$ cat config.mk
export PLATFORM = sky130hd
export DESIGN_NAME = scratch_mem_arbiter
export DESIGN_NICKNAME = d
export VERILOG_FILES = /design/src/rtl/scratch_mem_arbiter_pkg.sv /design/src/rtl/scratch_mem_arbiter_rr_pick.sv /design/src/rtl/scratch_mem_arbiter.sv
export SDC_FILE = /design/constraint.sdc
export NUM_CORES = 1
export LEC_CHECK = 0
export CORE_AREA = 4 4 111 113
export CTS_BUF_LIST = sky130_fd_sc_hd__clkbuf_2
export DETAILED_ROUTE_END_ITERATION = 16
export DIE_AREA = 0 0 115 117
export HOLD_SLACK_MARGIN = 0.05
export MAX_ROUTING_LAYER = met4
export PLACE_DENSITY = 0.77
export RECOVER_POWER = 25
export SYNTH_ARGS = -nofsm -noshare
export SYNTH_HDL_FRONTEND = slang
export SYNTH_SLANG_ARGS = --single-unit
export TNS_END_PERCENT = 1
$ cat constraint.sdc
create_clock -name clk -period 3.11 [get_ports clk]
set_input_delay 0.933 -clock clk [delete_from_list [all_inputs] [get_ports clk]]
set_output_delay 0.933 -clock clk [all_outputs]
set_load 0.005 [all_outputs]
$ cat src/rtl/scratch_mem_arbiter_pkg.sv
// Shared constants and types for the scratch memory arbiter: memory geometry,
// requester slot assignments and the arbiter state encoding.
package scratch_mem_arbiter_pkg;

    localparam int SCRATCH_ADDR_W = 11;
    localparam int SCRATCH_DATA_W = 32;

    localparam int REQ_PERC_VAR = 0;
    localparam int REQ_INTERP   = 1;
    localparam int REQ_LEV_DUR  = 2;
    localparam int REQ_LSP_QUA  = 3;

    typedef enum logic {
        ST_IDLE  = 1'b0,
        ST_OWNED = 1'b1
    } arb_state_e;

    // Successor of idx in a ring of n slots.
    function automatic int rr_next(input int idx, input int n);
        return (idx >= n - 1) ? 0 : idx + 1;
    endfunction

endpackage

$ cat src/rtl/scratch_mem_arbiter_rr_pick.sv
// Combinational round-robin selector: returns the first requester with req high
// scanning start, start+1, ... wrapping modulo NUM_REQ.
module scratch_mem_arbiter_rr_pick #(
    parameter int NUM_REQ = 4,
    parameter int IDX_W   = 2
) (
    input  logic [NUM_REQ-1:0] req,
    input  logic [IDX_W-1:0]   start,
    output logic [IDX_W-1:0]   idx,
    output logic               valid
);

    always_comb begin
        int              cand;
        logic [IDX_W-1:0] cand_idx;
        cand     = 0;
        cand_idx = '0;
        idx      = '0;
        valid    = 1'b0;
        for (int i = 0; i < NUM_REQ; i++) begin
            cand = int'(start) + i;
            if (cand >= NUM_REQ) begin
                cand = cand - NUM_REQ;
            end
            cand_idx = IDX_W'(cand);
            if (!valid && req[cand_idx]) begin
                valid = 1'b1;
                idx   = cand_idx;
            end
        end
    end

endmodule

$ cat src/rtl/scratch_mem_arbiter.sv
// Round-robin owner of the single-port scratch memory: grants whole bursts,
// muxes the owner's address/write lines, and lets the test port override all.
module scratch_mem_arbiter
    import scratch_mem_arbiter_pkg::*;
#(
    parameter int NUM_REQ  = 4,
    parameter int MAX_HOLD = 4096
) (
    input  logic                               clk,
    input  logic                               reset,
    input  logic [NUM_REQ-1:0]                 req,
    input  logic [NUM_REQ-1:0]                 reqWE,
    input  logic [NUM_REQ*SCRATCH_ADDR_W-1:0]  reqAddr,
    input  logic [NUM_REQ*SCRATCH_DATA_W-1:0]  reqData,
    output logic [NUM_REQ-1:0]                 grant,
    input  logic                               testMuxSel,
    input  logic                               testMemWrite,
    input  logic [SCRATCH_ADDR_W-1:0]          testWriteAddr,
    input  logic [SCRATCH_ADDR_W-1:0]          testReadAddr,
    input  logic [SCRATCH_DATA_W-1:0]          testMemOut,
    output logic [SCRATCH_ADDR_W-1:0]          memAddr,
    output logic                               memWE,
    output logic [SCRATCH_DATA_W-1:0]          memOut,
    output logic                               holdViolation,
    output arb_state_e                         dbg_state
);

    localparam int IDX_W = $clog2(NUM_REQ);
    localparam int CNT_W = $clog2(MAX_HOLD + 1);
    localparam logic [CNT_W-1:0] CNT_MAX = CNT_W'(MAX_HOLD);

    // Handshake: a requester raises req[i] and holds it for its whole burst;
    // it may drive accesses in every cycle grant[i] is seen high, and releases
    // ownership by dropping req[i]. A grant is never taken away while req[i]
    // stays high, and only one grant bit is ever high.

    arb_state_e       state_q, state_d;
    logic [IDX_W-1:0] owner_q, owner_d;
    logic [IDX_W-1:0] last_owner_q, last_owner_d;
    logic [CNT_W-1:0] hold_count_q, hold_count_d;
    logic             hold_violation_q, hold_violation_d;

    logic [IDX_W-1:0]   pick_start;
    logic [IDX_W-1:0]   pick_idx;
    logic               pick_valid;
    logic [NUM_REQ-1:0] owner_onehot;
    logic               owner_req;
    logic               others_pending;

    always_comb begin
        owner_onehot          = '0;
        owner_onehot[owner_q] = 1'b1;
    end

    assign owner_req      = req[owner_q];
    assign others_pending = |(req & ~owner_onehot);

    // Idle scans after the last releaser; a handoff scans after the current owner.
    assign pick_start = (state_q == ST_OWNED) ? IDX_W'(rr_next(int'(owner_q), NUM_REQ))
                                              : IDX_W'(rr_next(int'(last_owner_q), NUM_REQ));

    scratch_mem_arbiter_rr_pick #(
        .NUM_REQ (NUM_REQ),
        .IDX_W   (IDX_W)
    ) u_rr_pick (
        .req   (req),
        .start (pick_start),
        .idx   (pick_idx),
        .valid (pick_valid)
    );

    always_comb begin
        state_d          = state_q;
        owner_d          = owner_q;
        last_owner_d     = last_owner_q;
        hold_count_d     = hold_count_q;
        hold_violation_d = hold_violation_q;
        if (!testMuxSel) begin
            case (state_q)
                ST_IDLE: begin
                    hold_count_d = '0;
                    if (pick_valid) begin
                        state_d = ST_OWNED;
                        owner_d = pick_idx;
                    end
                end
                ST_OWNED: begin
                    if (hold_count_q == CNT_MAX && others_pending) begin
                        hold_violation_d = 1'b1;
                    end
                    if (owner_req) begin
                        if (hold_count_q != CNT_MAX) begin
                            hold_count_d = hold_count_q + 1'b1;
                        end
                    end else begin
                        last_owner_d = owner_q;
                        hold_count_d = '0;
                        if (pick_valid) begin
                            owner_d = pick_idx;
                        end else begin
                            state_d = ST_IDLE;
                        end
                    end
                end
                default: begin
                    state_d      = ST_IDLE;
                    hold_count_d = '0;
                end
            endcase
        end
    end

    always_ff @(posedge clk) begin
        if (reset) begin
            state_q          <= ST_IDLE;
            owner_q          <= '0;
            last_owner_q     <= IDX_W'(NUM_REQ - 1);
            hold_count_q     <= '0;
            hold_violation_q <= 1'b0;
        end else begin
            state_q          <= state_d;
            owner_q          <= owner_d;
            last_owner_q     <= last_owner_d;
            hold_count_q     <= hold_count_d;
            hold_violation_q <= hold_violation_d;
        end
    end

    assign grant = (state_q == ST_OWNED && !testMuxSel) ? owner_onehot : '0;

    // The owner's write is gated by its own req so a releasing owner writes nothing.
    always_comb begin
        memAddr = '0;
        memWE   = 1'b0;
        memOut  = '0;
        if (testMuxSel) begin
            memAddr = testMemWrite ? testWriteAddr : testReadAddr;
            memWE   = testMemWrite;
            memOut  = testMemOut;
        end else if (state_q == ST_OWNED) begin
            memAddr = reqAddr[owner_q*SCRATCH_ADDR_W +: SCRATCH_ADDR_W];
            memWE   = reqWE[owner_q] & owner_req;
            memOut  = reqData[owner_q*SCRATCH_DATA_W +: SCRATCH_DATA_W];
        end
    end

    assign holdViolation = hold_violation_q;
    assign dbg_state     = state_q;

endmodule

After elaboration in Yosys (flattened, before gate mapping) --
Index checks and enable logic that the tools add are counted.
Cells by class: multipliers 1, add/sub/neg operators 10, equal/unequal tests 4, reduce and logical (&&, ||, !) cells 15, bitwise logic cells 6, order comparisons 12, shifts and indexed selects 2, mux-type cells 46
Operators by type and width (count):
- 128-bit by 8-bit variable part select with 32-bit output | 1
- 32-bit two-way mux | 2
- 44-bit by 7-bit variable part select with 11-bit output | 1
- 11-bit two-way mux | 3
- 13-bit two-way mux | 2
- 2-bit two-way mux | 13
- 13-bit one-hot mux with 2 select lines | 1
- 2-bit by 3-bit less-than comparator with 1-bit output (second input constant) | 5
- 1-bit two-way mux | 15
- 13-bit by 1-bit adder with 13-bit output (second input constant) | 1
- 13-bit equality test (second input constant) | 1
- 13-bit != test (second input constant) | 1
- 1-bit binary-select mux with 2-bit select | 6
- 3-bit greater-or-equal comparator (second input constant) | 3
- 2-bit by 1-bit subtractor with 2-bit output (second input constant) | 4
- 2-bit by 2-bit adder with 3-bit output (second input constant) | 2
- 1-bit logical AND | 6
- 2-bit by 4-bit multiplier with 6-bit output (second input constant) | 1
- 3-bit AND reduction | 2
- 2-bit by 1-bit adder with 2-bit output (second input constant) | 2
- 4-bit AND | 1
- 2-bit greater-or-equal comparator (second input constant) | 2
- 1-bit zero test | 4
- 4-bit two-way mux | 1
- other kinds (13) | 16
Word-level totals: output and inout port bits 50, logic and storage cells 101, register bits after elaboration 19, input bits 238

Logic depth before layout (Yosys ltp) --
depth in word-level cells 20, gate-level depth with buffers 9, gate-level depth less buffers 6

Modules after synthesis --
From an unflattened synthesis, not the netlist that was laid out.
Second synthesis, totals: cells, all modules 272, area, all modules 2869.0 um2
Modules (own cells, without submodules):
- scratch_mem_arbiter | seq. area each 380.4 um2, cells each 257, area each 2791.4 um2, instances 1
- scratch_mem_arbiter_rr_pick | seq. area each 0.0 um2, cells each 15, area each 77.6 um2, instances 1

Worst setup path after synthesis --
No wires, ideal clock.
path type input to output, start point in testMuxSel, end point out memOut[22], cell stages on the path 4, path buffers 3, data arrival time 1890 ps, path slack 287 ps, data required time 2177 ps, cells stage by stage clkbuf_1 > buf_2 > clkbuf_1 > a22o_1
Between the ends: longest elaborated chain between the ends 1
RTL lines:
- from (decl) | RTL line scratch_mem_arbiter.sv:16 | input logic testMuxSel,
- 32-bit two-way mux | RTL line scratch_mem_arbiter.sv:136 | if (testMuxSel) begin
- to (decl) | RTL line scratch_mem_arbiter.sv:23 | output logic [SCRATCH_DATA_W-1:0] memOut,
Every way passes these cells.

Final worst setup path --
start point in reqData[104], end point out memOut[8]
Between the ends: longest elaborated chain between the ends 3
RTL lines:
- from (decl) | RTL line scratch_mem_arbiter.sv:14 | input logic [NUM_REQ*SCRATCH_DATA_W-1:0] reqData,
- 128-bit by 8-bit variable part select with 32-bit output | RTL line scratch_mem_arbiter.sv:143 | memOut = reqData[owner_q*SCRATCH_DATA_W +: SCRATCH_DATA_W];
- 32-bit two-way mux | RTL line scratch_mem_arbiter.sv:140 | end else if (state_q == ST_OWNED) begin
- 32-bit two-way mux | RTL line scratch_mem_arbiter.sv:136
Every way passes these cells.

==> impl_metrics.tcl <==
set metrics [dict create \
    preCtsSetupSlack_ns -0.392 \
    post-route-drc-count 0 \
    worstHoldStart "holdViolation$_SDFFE_PP0P_" \
    top_layer "met4" \
    fin_crit_ns 3.09 \
    tightest_slew_ns 0.518 \
    wl_met2_um 8550 \
    io_buffers 287 \
    synth-seq-area-share_pct 13.1 \
    wire_per_inst_um 22.6 \
    drive_above_1_share_pct 22.4 \
    via_per_inst 5.31 \
    grt_overflow 0 \
    pwr-share-clk_pct 9.8 \
    grt_pass1_wl_um 22900 \
    ys.warnings.count 0 \
    ctsHoldBuffers 0 \
    status "finished, final reports clean" \
    maxCapViolations 0 \
    crit_start "reqData[104]" \
    hold_path.class "reg -> reg" \
    slowest_stage "mux4_2" \
    wl_met3_um 1380 \
    hpwl_um 13700 \
    yosysTopAreaCell "mux4_2" \
    fin_area_um2 5820 \
    total_power_mw 1.17 \
    antenna_found_initial 1 \
    synth_area_um2 2900 \
    cellPowerDensity_nw_per_um2 202 \
    grt_usage_pct 22.7 \
    ys_ff_latch 19 \
    clkSinkCount 19 \
    net-switching-power_uw 362 \
    final.setup.worst_slack_ns 0.0169 \
    fp.dieArea_um2 13500 \
    fp.dieH_um 117 \
    reg2reg_to "owner_q[0]$_SDFFE_PP0P_" \
    rsz0062_at_grt "yes" \
    drtAntennaViolNets 0 \
    r2r_start "owner_q[1]$_SDFFE_PP0P_" \
    cp-end-kind "output pin" \
    first_pass_iters 4 \
    ir_drop_v 0.000141 \
    cts_max_level 1 \
    p_sw_share_pct 30.9 \
    p_leak_nw 2.23 \
    critPathArrivalTime_ns 2.16 \
    first_global_vias 4076 \
    hold_end "holdViolation$_SDFFE_PP0P_" \
    cp_cell_sequence "clkdlybuf4s50_1 -> mux4_2 -> a22o_1 -> buf_2" \
    synth_cells 281 \
    cp_max_fo 1 \
    clock_skew_ns 0.0127 \
    synthToLayoutAreaGrowth_pct 101 \
    std_cell_rows 39 \
    relSlewSlack_pct 65.0 \
    tns_ns 0 \
    nNetsFinal 812 \
    synth_top_area_share_pct 35.0 \
    start_util_pct 25.6 \
    rrSetupSlack_ns 1.03 \
    required_ns 2.18 \
    combPwrFrac_pct 68.0 \
    clk_pin_slew_ns 0.17 \
    netlist-cell-type-count 51 \
    holdPathStages 2 \
    hold-worst-slack_ns 0.468 \
    drtIter0Drc 197 \
    vias 3767 \
    m1WireLength_um 5880 \
    drv_slew 0 \
    place_congestion 0.921 \
    reg2reg_depth 6 \
    n_fill_cell 1047 \
    clockBufferDepth 2 \
    crit_path_start_kind "primary input" \
    core_um2 11300 \
    cts_tree "built" \
    hold_viol 0 \
    placed_area_um2 6000 \
    fp.dieW_um 115 \
    post-route-period-util_pct 99.5 \
    cts_root_buf "clkbuf_2" \
    wirelength_um 16100 \
    cts_buffers 3 \
    max_stage_delay_ns 0.47 \
    fmax_mhz 323 \
    p_seq_share_pct 22.2 \
    synth_nets 526 \
    io_pins 288 \
    worstSetupPathType "in -> out" \
    post_cts_buffers 0 \
    setup_viol 0 \
    p_int_uw 811 \
    syn_avg_cell_area_um2 10.3 \
    insertion_delay_ns 0.33 \
    yosys-top-cells-area "mux4_2, dfxtp_1, a22o_1, mux2i_1, ha_1" \
    grt_max_degree 49 \
]
cells in the mapped netlist, drive strengths merged:
library cell,n
mux4,45
a22o,32
nand2,21
dfxtp,19
buf,18
mux2i,16
o21ai,14
inv,12
clkbuf,9
nand2b,8
nor2,8
ha,7
a21oi,6
nand4,6
xor2,6
and2,5
nand3,5
nor2b,4
a211oi,3
and3,3
o22ai,3
o31ai,3
o32ai,3
or3,3
a211o,2
nor4b,2
o221ai,2
or3b,2
a22oi,1
a41o,1
and3b,1
and4,1
mux2,1
nand3b,1
nand4bb,1
nor4,1
o211ai,1
o21bai,1
o311ai,1
o41ai,1
or2,1
or4,1
worst max-delay path by stage:
| stage | endpoint | cells after the start |
|---|---|---|
| finish | memOut[8] | 4 |
| global route | memOut[8] | 4 |
| CTS | memOut[19] | 4 |
| detailed placement | memWE | 6 |
| global placement | memWE | 6 |
| floorplan | memOut[22] | 4 |
cell type report:
| type | instances | area (µm²) | share of cell area [%] |
|---|---|---|---|
| clock buffer | 4 | 20.0 | 0.344 |
| timing repair buffer | 308 | 2840 | 48.8 |
| multi-input combinational | 223 | 2350 | 40.4 |
| tap | 143 | 179 | 3.07 |
| inverter | 12 | 45.0 | 0.774 |
| sequential | 19 | 385 | 6.62 |
| antenna | 1 | 2.50 | 0.0430 |
layer usage:
metal	global-route usage, %	vias up
li1	-	1710
met2	40.6	229
met1	26.1	1811
met3	4.99	17
met5	-	-
met4	5.01	0
cells by family after synthesis:
kind of cell / share of synthesized area, %
flops: 13.1
simple gates: 14.7
xor+xnor: 1.81
mux: 40.9
compound gates: 19.6
fa+ha+maj: 3.02
buf+inv: 6.82
state kept, by name (all words and copies together), names as in the netlist:
signal,cells
hold_count_q,13
last_owner_q,2
owner_q,2
dbg_state,1
holdViolation,1
through the flow:
step           cells  util [%]
6_report         710      51.4
5_1_grt          710      51.4
3_5_place_dp     705      53.0
4_1_cts          709      52.1
2_1_floorplan    281         -
3_3_place_gp     705      53.0
placed cells by master, fill, tap and decap left out, types with 3 or more instances in the layout:
cell | Yosys | layout
clkdlybuf4s50_1 | 0 | 225
nand3_1 | 5 | 5
o31ai_1 | 3 | 3
a211oi_1 | 3 | 3
mux4_2 | 45 | 45
nand4_1 | 6 | 6
nand2_1 | 20 | 19
buf_2 | 11 | 32
xor2_1 | 6 | 6
a22o_1 | 32 | 32
clkbuf_2 | 0 | 17
and3_1 | 3 | 3
buf_12 | 0 | 3
a21oi_1 | 5 | 5
and2_1 | 5 | 5
o22ai_1 | 3 | 3
inv_1 | 11 | 11
or3_1 | 3 | 3
nor2_1 | 8 | 8
o32ai_1 | 3 | 3
nand2b_1 | 8 | 8
buf_4 | 2 | 13
ha_1 | 7 | 7
dfxtp_1 | 19 | 17
o21ai_0 | 13 | 13
mux2i_1 | 16 | 14
dlygate4sd2_1 | 0 | 14
worst max-delay path, delay by kind of cell:
family          cells  cell delay [ns]
compound gates      1             0.20
buf+inv             2             0.55
mux                 1             0.47
power by group through the flow:
| stage | Sequential [mW] | Combinational [mW] | Clock (mW) |
|---|---|---|---|
| final | 0.261 | 0.798 | 0.114 |
| after global routing | 0.262 | 0.855 | 0.127 |
| after CTS | 0.261 | 0.819 | 0.117 |
| after detailed placement | 0.266 | 0.853 | 0 |
| after floorplan | 0.261 | 0.355 | 0 |
| after global placement | 0.266 | 0.843 | 0 |
timing repair:
action	in CTS	in global routing
resized for setup	168	22
endpoints found under the setup margin	46	22
pin swaps	16	4
Power figures use the tool's default switching activity.
==> RTL change 1, RTL diff (same settings) <==
Register the output `dbg_state` once more; this adds one clock of latency there. The other outputs are not delayed to match.
--- a/src/rtl/scratch_mem_arbiter.sv
+++ b/src/rtl/scratch_mem_arbiter.sv
@@ -145,7 +145,9 @@
     end
 
     assign holdViolation = hold_violation_q;
-    assign dbg_state     = state_q;
+    always_ff @(posedge clk) begin
+        dbg_state <= state_q;
+    end
 
 endmodule
 
Check against the original RTL: not equivalent (a bounded check fails within 4 cycles, from zero or initial values and one cycle with reset high).
==> RTL change 1 against the unedited design <==
  * Worst hold slack gained 0.0026 ns
  * Setup slack lost 0.028 ns
  * Final area shrank 1.1%
  * Sequential cell count grew 1
  * First-iteration DRC count grew 10%
  * Total power shrank 0.28%
  * Largest power group unchanged
  * Largest cell class unchanged
  * Routed wire length shrank 9.1%
  * The flow now finishes with violations (negative setup slack)
  * Area after synthesis shrank 5.2%
  * Highest routed layer unchanged
==> RTL change 1: results <==
set metrics [dict create \
    synthMuxAreaShare_pct 41.80 \
    cts_buffers 3 \
    setup_tns_ns -0.01570 \
    grt_max_degree 31 \
    hp-class "reg2reg" \
    ys.flop_type "dfxtp_1" \
    critPathMaxStageDelay_ns 0.47 \
    ys_top_cells_by_area "mux4_2, dfxtp_1, a22o_1" \
    gp_congestion 0.8692 \
    finalWorstSetupSlack_ns -0.01148 \
    r2r-start "owner_q[0]" \
    nets 783 \
    min_to "holdViolation" \
    grt_pass1_wl_um 20910 \
    leakagePower_nw 2.263 \
    hold_depth 2 \
    drive_gt1_share_pct 24.21 \
    htreeDepth 1 \
    cts-root-buf "clkbuf_2" \
    crit_slowest_cell "mux4_2" \
    r2r_cells 5 \
    finalHoldWorstSlack_ns 0.4707 \
    grt_pass1_vias 3816 \
    failed_checks "negative setup slack" \
    io_buffers 287 \
    cp_top_family "buffers and inverters" \
    rrSetupSlack_ns 0.85 \
    finClkSkew_ns 0.01642 \
    clk_latency_ns 0.31 \
    finalSetupViolations 2 \
    min_from "holdViolation" \
    drtIter0Drc 217 \
    antenna_found_initial 0 \
    fill_cells 1041 \
    initial_core_util_pct 24.27 \
    cts.clk_slew.worst_paths_ns 0.20 \
    syn-num-nets 498 \
    synth_fa_ha_area_share_pct 3.188 \
    cts.repair.resized 170 \
    placed_cell_area_um2 5906 \
    post_cts_buffers 1 \
    postLayoutCellArea_um2 5754 \
    seq_area_frac_synth_pct 14.57 \
    worst_pin_slew_ns 0.7065 \
    dr.pass1.iters 4 \
    status "finished, violations left" \
    synth_compound_area_share_pct 19.81 \
    critPathMaxFanout 1 \
    clockBufferDepth 2 \
    r2r_end "hold_count_q[8]" \
    synth-xor-area-share_pct 3.188 \
    track_usage_pct 20.62 \
    routedWlPerCell_um 21.43 \
    synthDistinctLibCells 45 \
    ys_top_cells_by_count "mux4_2, a22o_1, dfxtp_1" \
    via_count 3526 \
    ir_drop_v 0.0001625 \
    largest_registers "hold_count_q: 13 flops, last_owner_q: 2 flops, owner_q: 2 flops" \
    place_hpwl_um 12520 \
]
RTL change 1: final cells by class:
type / instances / area share (%)
well taps: 143 / 3.109
flip-flops and latches: 20 / 7.045
repair buffers: 306 / 50.16
diodes: 1 / 0.04349
multi-input cells: 198 / 38.70
clock buffers: 4 / 0.3479
inverters: 9 / 0.5871
RTL change 1: through the flow:
step / setup WS, ns / cells / power, mW
after detailed placement: -0.5317 / 674 / 1.112
final: -0.01148 / 681 / 1.170
after global routing: -0.03235 / 680 / 1.244
after CTS: -0.09253 / 680 / 1.191
after floorplan: 0.3022 / 253 / 0.6018
after global placement: -0.5283 / 674 / 1.099
RTL change 1: how the worst max path moves through the flow:
stage,from,to,slack (ns),depth (start not counted)
2_1_floorplan,req[3],memWE,0.30,5
5_1_grt,reqAddr[29],memAddr[7],-0.03,4
3_3_place_gp,req[3],memWE,-0.53,6
3_5_place_dp,req[3],memWE,-0.53,6
4_1_cts,reqAddr[28],memAddr[6],-0.09,4
6_report,reqAddr[9],memAddr[9],-0.01,4
RTL change 1: logic make-up after synthesis:
group	Yosys count
buffers and inverters	35
muxes	57
AOI/OAI and AO/OA	66
DFF	20
adders and majority gates	7
xor gates and xnor gates	10
and+or+nand+nor	58
RTL change 1: metal layers:
metal	vias up	GRT usage (%)	part of all wire (%)
met3	10	4.062	7.6
met1	1715	25.84	39
met5	-	-	0
met4	0	2.191	0.88
met2	182	35.76	52
li1	1619	-	-
RTL change 1: worst register-to-register path: cells and delay by family (launching register included):
family | cells | cell delay, ns
AO/OA/AOI/OAI | 1 | 0.59
buffers and inverters | 1 | 0.15
AND/OR/NAND/NOR | 2 | 0.31
multiplexers | 1 | 0.57
flip-flops | 1 | 0.52
RTL change 1: report_power, final:
part,internal [mW],switching (mW)
logic,0.531,0.248
clock network,0.0341,0.0786
registers,0.264,0.0140
==> RTL change 2, RTL diff (same settings) <==
Made on the original files. The parameter `MAX_HOLD` goes from 4096 to 2048.
--- a/src/rtl/scratch_mem_arbiter.sv
+++ b/src/rtl/scratch_mem_arbiter.sv
@@ -4,7 +4,7 @@
     import scratch_mem_arbiter_pkg::*;
 #(
     parameter int NUM_REQ  = 4,
-    parameter int MAX_HOLD = 4096
+    parameter int MAX_HOLD = 2048
 ) (
     input  logic                               clk,
     input  logic                               reset,
Check against the original RTL: no difference found for any inputs over 4 cycles, from zero or initial values and one cycle with reset high; that may be too few to reach the edited logic, so the function may still have changed.
==> RTL change 2 against the unedited design <==
  * Area after synthesis shrank 0.91%
  * Setup slack got worse by 0.0068 ns
  * Combinational power fell by 1%
  * Sequential cell count is 1 lower
  * Via count decreased by 0.53%
  * Global-route usage fell by 1.7 points
  * Routed wire length is 6.3% lower
  * Critical path type unchanged
  * Critical endpoint is now memOut[27]
  * Maximum frequency is 0.22% lower
  * Total power shrank 2.5%
  * First-iteration DRC count decreased by 14%
  * Final area rose by 0.45%
==> RTL change 2: results <==
set metrics [dict create \
    r2r-start "owner_q[0]" \
    largest_registers "hold_count_q: 12 flops, last_owner_q: 2 flops, owner_q: 2 flops" \
    synth.top_cell.area_share_pct 35.29 \
    drtIter0Drc 169 \
    ys_top_cells_by_area "mux4_2, dfxtp_1, a22o_1" \
    route.met3.wl_um 959 \
    ys_top_cells_by_count "mux4_2, nand2_1, a22o_1" \
    drive_gt1_share_pct 21.85 \
    place_ws_ns -0.3465 \
    ir_drop_v 0.0001210 \
    gp_congestion 0.9029 \
    leakagePower_nw 2.257 \
    synth_fa_ha_area_share_pct 3.050 \
    routedWlPerCell_um 20.97 \
    m1WireLength_um 5832 \
    grt_max_degree 35 \
    io_buffers 287 \
    nets 818 \
    grt_pass1_vias 3839 \
    synthDistinctLibCells 52 \
    hp-class "reg2reg" \
    antenna_found_initial 1 \
    synth_compound_area_share_pct 20.22 \
    place_hpwl_um 12900 \
    finClkSkew_ns 0.005449 \
    viasPerCell 5.226 \
    seq_area_frac_synth_pct 12.55 \
    r2r_cells 7 \
    clk_latency_ns 0.30 \
    fill_cells 1001 \
    hold_depth 2 \
    dr.pass1.iters 5 \
    min_to "hold_count_q[11]" \
    critPathMaxFanout 1 \
    grt_pass1_wl_um 21320 \
    synthMuxAreaShare_pct 41.79 \
    status "complete, no violations" \
    worst_pin_slew_ns 0.5631 \
    rrSetupSlack_ns 0.88 \
    ys_warn_count 0 \
    met2_length_um 7952 \
    synth-xor-area-share_pct 1.220 \
]
RTL change 2: power by group:
group	leakage, nW	total, mW	switching, mW	internal [mW]
clock	0.0140	0.0998	0.0718	0.0280
combinational	2.10	0.789	0.260	0.530
sequential	0.147	0.255	0.0179	0.237
RTL change 2: repair_timing:
action,in CTS,in global routing
pin swaps,12,2
gates resized for setup,165,20
endpoints found under the setup margin,45,22
RTL change 2: cell type report:
cell class,count,area [um^2],share of cell area [%]
diodes,2,5.005,0.08560
clock inverters,1,3.754,0.06420
flip-flops and latches,18,365.4,6.249
clock buffers,3,15.01,0.2568
multi-input cells,231,2350,40.19
inverters,8,30.03,0.5136
repair buffers,311,2899,49.58
well taps,143,178.9,3.060
RTL change 2: through the flow:
step	cells	cell area (um^2)	utilization [%]	hold WS, ns	TNS (ns)
2_1_floorplan	286	2872	-	0.4458	0
3_3_place_gp	711	6046	53.40	0.4633	-12.39
3_5_place_dp	711	6046	53.40	0.4645	-12.63
4_1_cts	715	5914	52.24	0.4924	-0.2145
5_1_grt	716	5844	51.62	0.5137	-0.005670
6_report	717	5847	51.65	0.4879	0
RTL change 2: worst max-delay path by stage:
stage,start,to,cells past startpoint,slack (ns)
after global placement,reqData[3],memOut[3],4,-0.38
after CTS,reqAddr[9],memAddr[9],5,-0.06
final,reqData[27],memOut[27],4,0.01
after floorplan,testMuxSel,memAddr[0],7,0.20
after detailed placement,reqData[3],memOut[3],4,-0.35
after global routing,reqData[35],memOut[3],4,-0.006
RTL change 2: metal layers:
| layer | vias up | track usage (%) |
|---|---|---|
| li1 | 1731 | - |
| met1 | 1829 | 25.93 |
| met2 | 169 | 36.11 |
| met3 | 18 | 3.393 |
| met4 | 0 | 5.164 |
| met5 | - | - |
